File: src/rtl/parallel_ctrl_pkg.sv
// Shared types and constants for the Parallel_module sequencer: state encoding,
// phase lengths and the fixed select codes used during load and park.
package parallel_ctrl_pkg;

   typedef enum logic [1:0] {
      ST_IDLE,
      ST_LOAD,
      ST_RUN,
      ST_DONE
   } state_t;

   localparam int LOAD_LEN  = 4;
   localparam int SCHED_LEN = 12;

   localparam logic [3:0] PARK_CODE = 4'd7;

   // Load phase: s1 walks 2,1,0,0 while we_1 covers L1..L2 and we_2 covers L3.
   function automatic logic [3:0] load_s1_code(input logic [1:0] idx);
      case (idx)
         2'd0:    load_s1_code = 4'd2;
         2'd1:    load_s1_code = 4'd1;
         default: load_s1_code = 4'd0;
      endcase
   endfunction

   function automatic logic load_we1(input logic [1:0] idx);
      load_we1 = (idx == 2'd1) || (idx == 2'd2);
   endfunction

   function automatic logic load_we2(input logic [1:0] idx);
      load_we2 = (idx == 2'd3);
   endfunction

endpackage

File: src/rtl/parallel_sched_rom.sv
// Compute schedule for Parallel_module.s0: index 0..11 maps to the kernel
// select code; indices past the end map to the park code.
module parallel_sched_rom
   import parallel_ctrl_pkg::*;
(
   input  logic [3:0] index,
   output logic [3:0] code
);

   always_comb begin
      code = PARK_CODE;
      case (index)
         4'd0:    code = 4'd0;
         4'd1:    code = 4'd1;
         4'd2:    code = 4'd2;
         4'd3:    code = 4'd4;
         4'd4:    code = 4'd5;
         4'd5:    code = 4'd6;
         4'd6:    code = 4'd1;
         4'd7:    code = 4'd2;
         4'd8:    code = 4'd3;
         4'd9:    code = 4'd5;
         4'd10:   code = 4'd6;
         4'd11:   code = 4'd7;
         default: code = PARK_CODE;
      endcase
   end

endmodule

File: src/rtl/parallel_ctrl.sv
// Sequencer driving Parallel_module: a 4-cycle load phase on s1/we_1/we_2,
// then the 12-entry s0 compute schedule, then s0 parked on the final code.
module parallel_ctrl
   import parallel_ctrl_pkg::*;
#(
   parameter int STEP_CYCLES = 1
) (
   input  logic       clk,
   input  logic       rst,
   input  logic       start,
   input  logic       abort,
   output logic [3:0] s0,
   output logic [3:0] s1,
   output logic       we_1,
   output logic       we_2,
   output logic       busy,
   output logic       done,
   output logic [3:0] step
);

   localparam logic [1:0] LOAD_LAST  = 2'(LOAD_LEN - 1);
   localparam logic [3:0] SCHED_LAST = 4'(SCHED_LEN - 1);
   localparam logic [3:0] HOLD_LAST  = 4'(STEP_CYCLES - 1);

   state_t     state;
   logic [1:0] load_cnt;
   logic [3:0] hold_cnt;
   logic [3:0] rom_index;
   logic [3:0] rom_code;

   // The ROM always looks up the entry that will be shown after the next
   // boundary, so s0 can be registered together with the step change.
   assign rom_index = (state == ST_RUN) ? step + 4'd1 : 4'd0;

   parallel_sched_rom u_rom (
      .index (rom_index),
      .code  (rom_code)
   );

   always_ff @(posedge clk) begin
      if (!rst || abort) begin
         state    <= ST_IDLE;
         load_cnt <= 2'd0;
         hold_cnt <= 4'd0;
         step     <= 4'd0;
         s0       <= 4'd0;
         s1       <= 4'd0;
         we_1     <= 1'b0;
         we_2     <= 1'b0;
         busy     <= 1'b0;
         done     <= 1'b0;
      end else begin
         case (state)
            ST_IDLE, ST_DONE: begin
               done <= 1'b0;
               if (start) begin
                  state    <= ST_LOAD;
                  load_cnt <= 2'd0;
                  s0       <= 4'd0;
                  s1       <= load_s1_code(2'd0);
                  we_1     <= load_we1(2'd0);
                  we_2     <= load_we2(2'd0);
                  busy     <= 1'b1;
               end
            end

            ST_LOAD: begin
               if (load_cnt == LOAD_LAST) begin
                  state    <= ST_RUN;
                  step     <= 4'd0;
                  hold_cnt <= 4'd0;
                  s0       <= rom_code;
                  s1       <= 4'd0;
                  we_1     <= 1'b0;
                  we_2     <= 1'b0;
               end else begin
                  load_cnt <= load_cnt + 2'd1;
                  s1       <= load_s1_code(load_cnt + 2'd1);
                  we_1     <= load_we1(load_cnt + 2'd1);
                  we_2     <= load_we2(load_cnt + 2'd1);
               end
            end

            // The hold counter only advances within an entry and reloads on every boundary.
            ST_RUN: begin
               if (hold_cnt == HOLD_LAST) begin
                  hold_cnt <= 4'd0;
                  if (step == SCHED_LAST) begin
                     state <= ST_DONE;
                     step  <= 4'd0;
                     s0    <= PARK_CODE;
                     busy  <= 1'b0;
                     done  <= 1'b1;
                  end else begin
                     step <= step + 4'd1;
                     s0   <= rom_code;
                  end
               end else begin
                  hold_cnt <= hold_cnt + 4'd1;
               end
            end

            default: begin
               state <= ST_IDLE;
            end
         endcase
      end
   end

endmodule

File: config.mk
export PLATFORM = sky130hd
export DESIGN_NAME = parallel_ctrl
export DESIGN_NICKNAME = d
export VERILOG_FILES = /design/src/rtl/parallel_ctrl_pkg.sv /design/src/rtl/parallel_sched_rom.sv /design/src/rtl/parallel_ctrl.sv
export SDC_FILE = /design/constraint.sdc
export NUM_CORES = 1
export LEC_CHECK = 0
export CAP_MARGIN = 10
export CORE_MARGIN = 2
export CORE_UTILIZATION = 30
export CTS_BUF_LIST = sky130_fd_sc_hd__clkbuf_8
export DETAILED_ROUTE_END_ITERATION = 7
export PLACE_DENSITY_LB_ADDON = 0.1
export SLEW_MARGIN = 20
export SYNTH_ARGS = -nofsm -noshare
export SYNTH_HDL_FRONTEND = slang
export SYNTH_SLANG_ARGS = --single-unit
export TNS_END_PERCENT = 20
File: constraint.sdc
create_clock -name clk -period 1.91 [get_ports clk]
set_input_delay 0.382 -clock clk [delete_from_list [all_inputs] [get_ports clk]]
set_output_delay 0.382 -clock clk [all_outputs]
set_load 0.01 [all_outputs]
## Word level (Yosys, flattened, before mapping)

Memory sizes are Yosys's and may differ from the RTL's.
Index checks and enable logic that the tools add are counted.

| operators by class | value |
|---|---|
| $add $sub $neg | 3 |
| equal/unequal tests | 13 |
| multiplexer cells | 36 |
| reduce and logical (&&, ||, !) cells | 18 |

Operators with widths:

| kind | number |
|---|---|
| 4-bit 2-to-1 mux | 10 |
| 4-bit case mux with 2 select lines | 3 |
| 2-bit 2-to-1 mux | 7 |
| 4-bit case mux with 3 select lines | 1 |
| 3-bit AND reduction | 4 |
| 2-bit equality test, second input constant | 5 |
| 4-bit by 1-bit adder with 4-bit output, second input constant | 2 |
| 1-bit 2-to-1 mux | 8 |
| 1-bit case mux with 2 select lines | 4 |
| 2-bit case mux with 2 select lines | 2 |
| 4-bit AND reduction | 2 |
| 2-bit != test, second input constant | 3 |
| 2-bit case mux with 3 select lines | 1 |
| 2-bit nonzero test | 3 |
| 2-bit by 1-bit equality test with 1-bit output, second input constant | 2 |
| 4-bit equality test, second input constant | 1 |
| 2-bit logical NOT | 2 |
| 4-bit logical NOT | 1 |
| 2-bit by 1-bit != test with 1-bit output, second input constant | 2 |
| 2-bit AND reduction | 2 |
| 2-bit by 1-bit adder with 2-bit output, second input constant | 1 |
| 1-bit logical OR | 2 |
| 2-bit OR reduction | 1 |
| 1-bit logical NOT | 1 |

| word-level totals | value |
|---|---|
| bits in registers | 24 |
| ROM bits | 48 |
| output and inout bits | 16 |
| memories kept | 1 |

Memories:

| memory | depth | width | read ports | clocked after Yosys merged registers in | write ports | line | source |
|---|---|---|---|---|---|---|---|
| (no name shown) | 16 | 3 | 1 | 0 | 0 | parallel_sched_rom.sv:12 | `case (index)` |

## Logic depth before layout (Yosys ltp)

An unclocked memory read counts as a cell.

| logic depth | value |
|---|---|
| depth after elaboration | 6 |
| gate-level depth with buffers | 7 |
| depth with buffers taken out | 6 |

## Modules after synthesis

From an unflattened synthesis, not the netlist that was laid out.

| unflattened totals | value |
|---|---|
| cell total of the unflattened synthesis | 155 |
| area total of the unflattened synthesis | 1307.5 sq um |

Modules (own cells, without submodules):

| module | times used | cells an instance | area each (sq um) |
|---|---|---|---|
| parallel_ctrl | 1 | 142 | 1233.7 |
| parallel_sched_rom | 1 | 13 | 73.8 |

## Worst setup path before layout

OpenSTA, ideal clock, no wires.

| path | value |
|---|---|
| path type | register -> register |
| from | reg hold_cnt[0] |
| to | reg step[0] |
| arrival | 1.649 ns |
| setup slack | 0.195 ns |
| stages on the path, launching flop included | 8 |
| period minus slack after synthesis | 1.715 ns |
| cell sequence | dfxtp_1 > inv_1 > ha_1 > or3b_1 > buf_6 > a21o_1 > or3_1 > a21oi_2 |

| between the ends | value |
|---|---|
| word-level cells in the longest chain between the ends | 3 |

Ends and longest elaborated chain:

| what | line | source |
|---|---|---|
| start: declaration | parallel_ctrl.sv:27 | `logic [3:0] hold_cnt;` |
| start signal: assignment | parallel_ctrl.sv:99 | `hold_cnt <= hold_cnt + 4'd1;` |
| 4-bit logical NOT | parallel_ctrl.sv:86 | `if (hold_cnt == HOLD_LAST) begin` |
| 2-bit by 1-bit != test with 1-bit output (no source line) | n/a |  |
| 3-bit AND reduction (no source line) | n/a |  |
| end signal: assignment | parallel_ctrl.sv:95 | `step <= step + 4'd1;` |
| end: declaration | parallel_ctrl.sv:18 | `output logic [3:0] step` |

No other way between the ends.
A chain may end at the register's enable or synchronous reset.

## Worst setup path in the final report

| path | value |
|---|---|
| from | reg hold_cnt[0] |
| to | reg state[0] |

| between the ends | value |
|---|---|
| word-level cells in the longest chain between the ends | 3 |

Ends and longest elaborated chain:

| what | line | source |
|---|---|---|
| 4-bit logical NOT | parallel_ctrl.sv:86 |  |
| 2-bit by 1-bit != test with 1-bit output (no source line) | n/a |  |
| 4-bit AND reduction (no source line) | n/a |  |
| end signal: assignment | parallel_ctrl.sv:69 | `state <= ST_RUN;` |
| end signal: assignment | parallel_ctrl.sv:89 | `state <= ST_DONE;` |
| end signal: assignment | parallel_ctrl.sv:104 | `state <= ST_IDLE;` |
| end: declaration | parallel_ctrl.sv:25 | `state_t state;` |

No other way between the ends.

==> results_dict.tcl <==
set metrics [dict create \
    status "completed" \
    cts_sinks 21 \
    grt_pass1_wl_um 5670 \
    gr-usage-all-layers_pct 13.9 \
    layout_setup_ws_ns 0.146 \
    hold_viol 0 \
    clockRootBuffer "clkbuf_8" \
    wl_met2_um 1790 \
    grt-ovfl-total 0 \
    start_util_pct 30.7 \
    worstPathCellList "inv_1 > ha_1 > or3b_4 > a211oi_4 > a21oi_1 > a311oi_1" \
    arrival_ns 1.94 \
    endpoint_kind "register" \
    setup_violations 0 \
    synth_top_area_share_pct 29.4 \
    crit_fanout 8 \
    worstSetupStartpointType "register" \
    dp_hpwl_um 2610 \
    drv_cap 0 \
    wl_met1_um 1580 \
    period_share_pct 92.4 \
    async_flop_share_pct 0 \
    wl_per_cell_um 14.1 \
    instances_no_fill 250 \
    die_x_um 73.0 \
    synth_most_common_cell "dfxtp_1" \
    leakage_nw 0.627 \
    cts_tree "yes" \
    port-buffer-count 16 \
    fmax_mhz 567 \
    vias 1312 \
    cts_made_buffers 3 \
    dpl.cell_count 246 \
    crit_path_top_delay_cell "or3b_4" \
    maxUsedRoutingLayer "met4" \
    ys_dominant_reg_cell "dfxtp_1" \
    path_clk_slew_ns 0.08 \
    grt_pass1_vias 1221 \
    power_density_nw_per_um2 549 \
    drt_first_pass_iters 4 \
    critical_path_class "register to register" \
    max_stage_delay_ns 0.44 \
    regArea_sq_um 420 \
    synth_edf_count 0 \
    grt_max_degree 20 \
    min_from "s0[2]" \
    crit_required_ns 2.08 \
    rows 25 \
    drtIter0Drc 29 \
    finClkSkew_ns 0.00191 \
    ir_worst_vdd_mv 0.269 \
    syn2layout_area_growth_pct 21.1 \
    layout.nets 211 \
    synthTopCellsByArea "dfxtp_1 (29%), ha_1 (8.8%), a21oi_1 (5.3%)" \
    syn_area_per_cell_sq_um 8.16 \
    yosys.area.top_type "dfxtp_1" \
    yosysWarnings 0 \
    drive_above_1_share_pct 13.8 \
    ys_ff_latch 21 \
    hp-class "register to register" \
    cts_buffer_depth 2 \
    multi_input_area_sq_um 912 \
    route.final.wire_length_um 3520 \
    die_y_um 73.0 \
    placed_area_sq_um 1660 \
    htreeDepth 1 \
    synth_cells 175 \
    fin_area_sq_um 1730 \
    synthTopCellsByCount "dfxtp_1 (21), a21oi_1 (15), nand2_1 (13), nor2_1 (12), inv_1 (11)" \
    core_area_sq_um 4660 \
    holdBufCountCts 0 \
    grt_antenna_before_repair 0 \
    fill_cells 496 \
    period_minus_slack_ns 1.76 \
    ant_nets 0 \
    post-place-ws_ns 0.0307 \
    r2r-start "hold_cnt[0]" \
    die-area_sq_um 5330 \
    rsz0062_at_grt "false" \
    gp_congestion 0.844 \
    hold_slack_ns 0.478 \
    syn_area_sq_um 1430 \
    fin_setup_tns_ns 0 \
    slew_violations 0 \
    seq_area_frac_synth_pct 29.4 \
    cp-startpoint "hold_cnt[0]" \
    pin_count 20 \
    route.detailed.drc 0 \
    insertion_delay_ns 0.26 \
    ys_types 48 \
    viasPerCell 5.25 \
    insertedDiodeCount 0 \
    wl_met3_um 101 \
]
critical path, delay by kind of cell (launching register included):
kind,cells,cell delay (ns)
fa+ha+maj,1,0.15
buf+inv,1,0.09
compound gates,3,0.66
flops,1,0.33
simple gates,1,0.44
final cells by class:
| class | count | area share (%) |
|---|---|---|
| Tap cell | 54 | 3.90 |
| Timing Repair Buffer | 27 | 14.0 |
| Clock inverter | 1 | 0.289 |
| Clock buffer | 3 | 2.39 |
| Multi-Input combinational cell | 133 | 52.7 |
| Inverter | 11 | 2.39 |
| Sequential cell | 21 | 24.3 |
sequential cells by signal, summed over array words and instances, names as in the netlist:
name / flops
hold_cnt: 4
load_cnt: 2
step: 4
busy: 1
s1: 2
done: 1
s0: 3
we_2: 1
state: 2
we_1: 1
cell usage in the layout, fill, tap and decap left out, types with 4 or more instances in the layout:
master / instances
ha_1: 8
nor3_1: 4
mux2i_1: 4
buf_4: 11
clkdlybuf4s50_1: 16
nand2b_1: 5
dfxtp_1: 21
nand3_1: 6
a21oi_1: 15
nand2_1: 13
o21ai_0: 8
a211oi_1: 5
inv_1: 11
nor2_1: 12
nor2b_1: 5
per-stage QoR:
| step | power (mW) | utilization (%) |
|---|---|---|
| floorplan | 0.592 | - |
| global placement | 0.644 | 35.7 |
| detailed placement | 0.648 | 35.7 |
| CTS | 0.952 | 36.8 |
| global route | 0.997 | 37.1 |
| finish | 0.951 | 37.1 |
power by group:
part / total (mW) / internal, mW / switching [mW]
clock network: 0.305 / 0.146 / 0.159
logic: 0.192 / 0.0801 / 0.112
registers: 0.454 / 0.446 / 0.00787
total: 0.951 / 0.672 / 0.279
metal layers:
metal  vias to the layer above  GRT usage, %
met3                         5          2.07
met1                       625          16.7
met5                         -             0
met2                        20          24.4
li1                        662             -
met4                         0          5.56
logic make-up (layout without fill, tap and decap cells):
kind of cell | Yosys count | after routing | synth area share (%)
XOR/XNOR | 4 | 4 | 2.45
buffers and inverters | 23 | 42 | 8.67
multiplexers | 4 | 4 | 2.80
flip-flops | 21 | 21 | 29.4
AO/OA/AOI/OAI | 51 | 51 | 25.0
AND/OR/NAND/NOR | 61 | 61 | 22.6
adder cells (fa/ha/maj) | 10 | 10 | 8.76
other | 1 | 3 | 0.262
final timing paths:
path / end / cells after the start / slack (ns)
setup / recovery: state[0] / 6 / 0.15
hold / removal: s0[2] / 2 / 0.48
setup reg to reg: state[0] / 6 / 0.15
hold reg to reg: s0[2] / 2 / 0.48
timing repair:
action                                 in CTS  in global routing
gates resized for setup                     1                  6
endpoints found under the hold margin       0                  0
pin swaps                                   0                  1
setup buffers                               0                  0
setup endpoints to repair                   1                 10
Power figures use the tool's default switching activity.
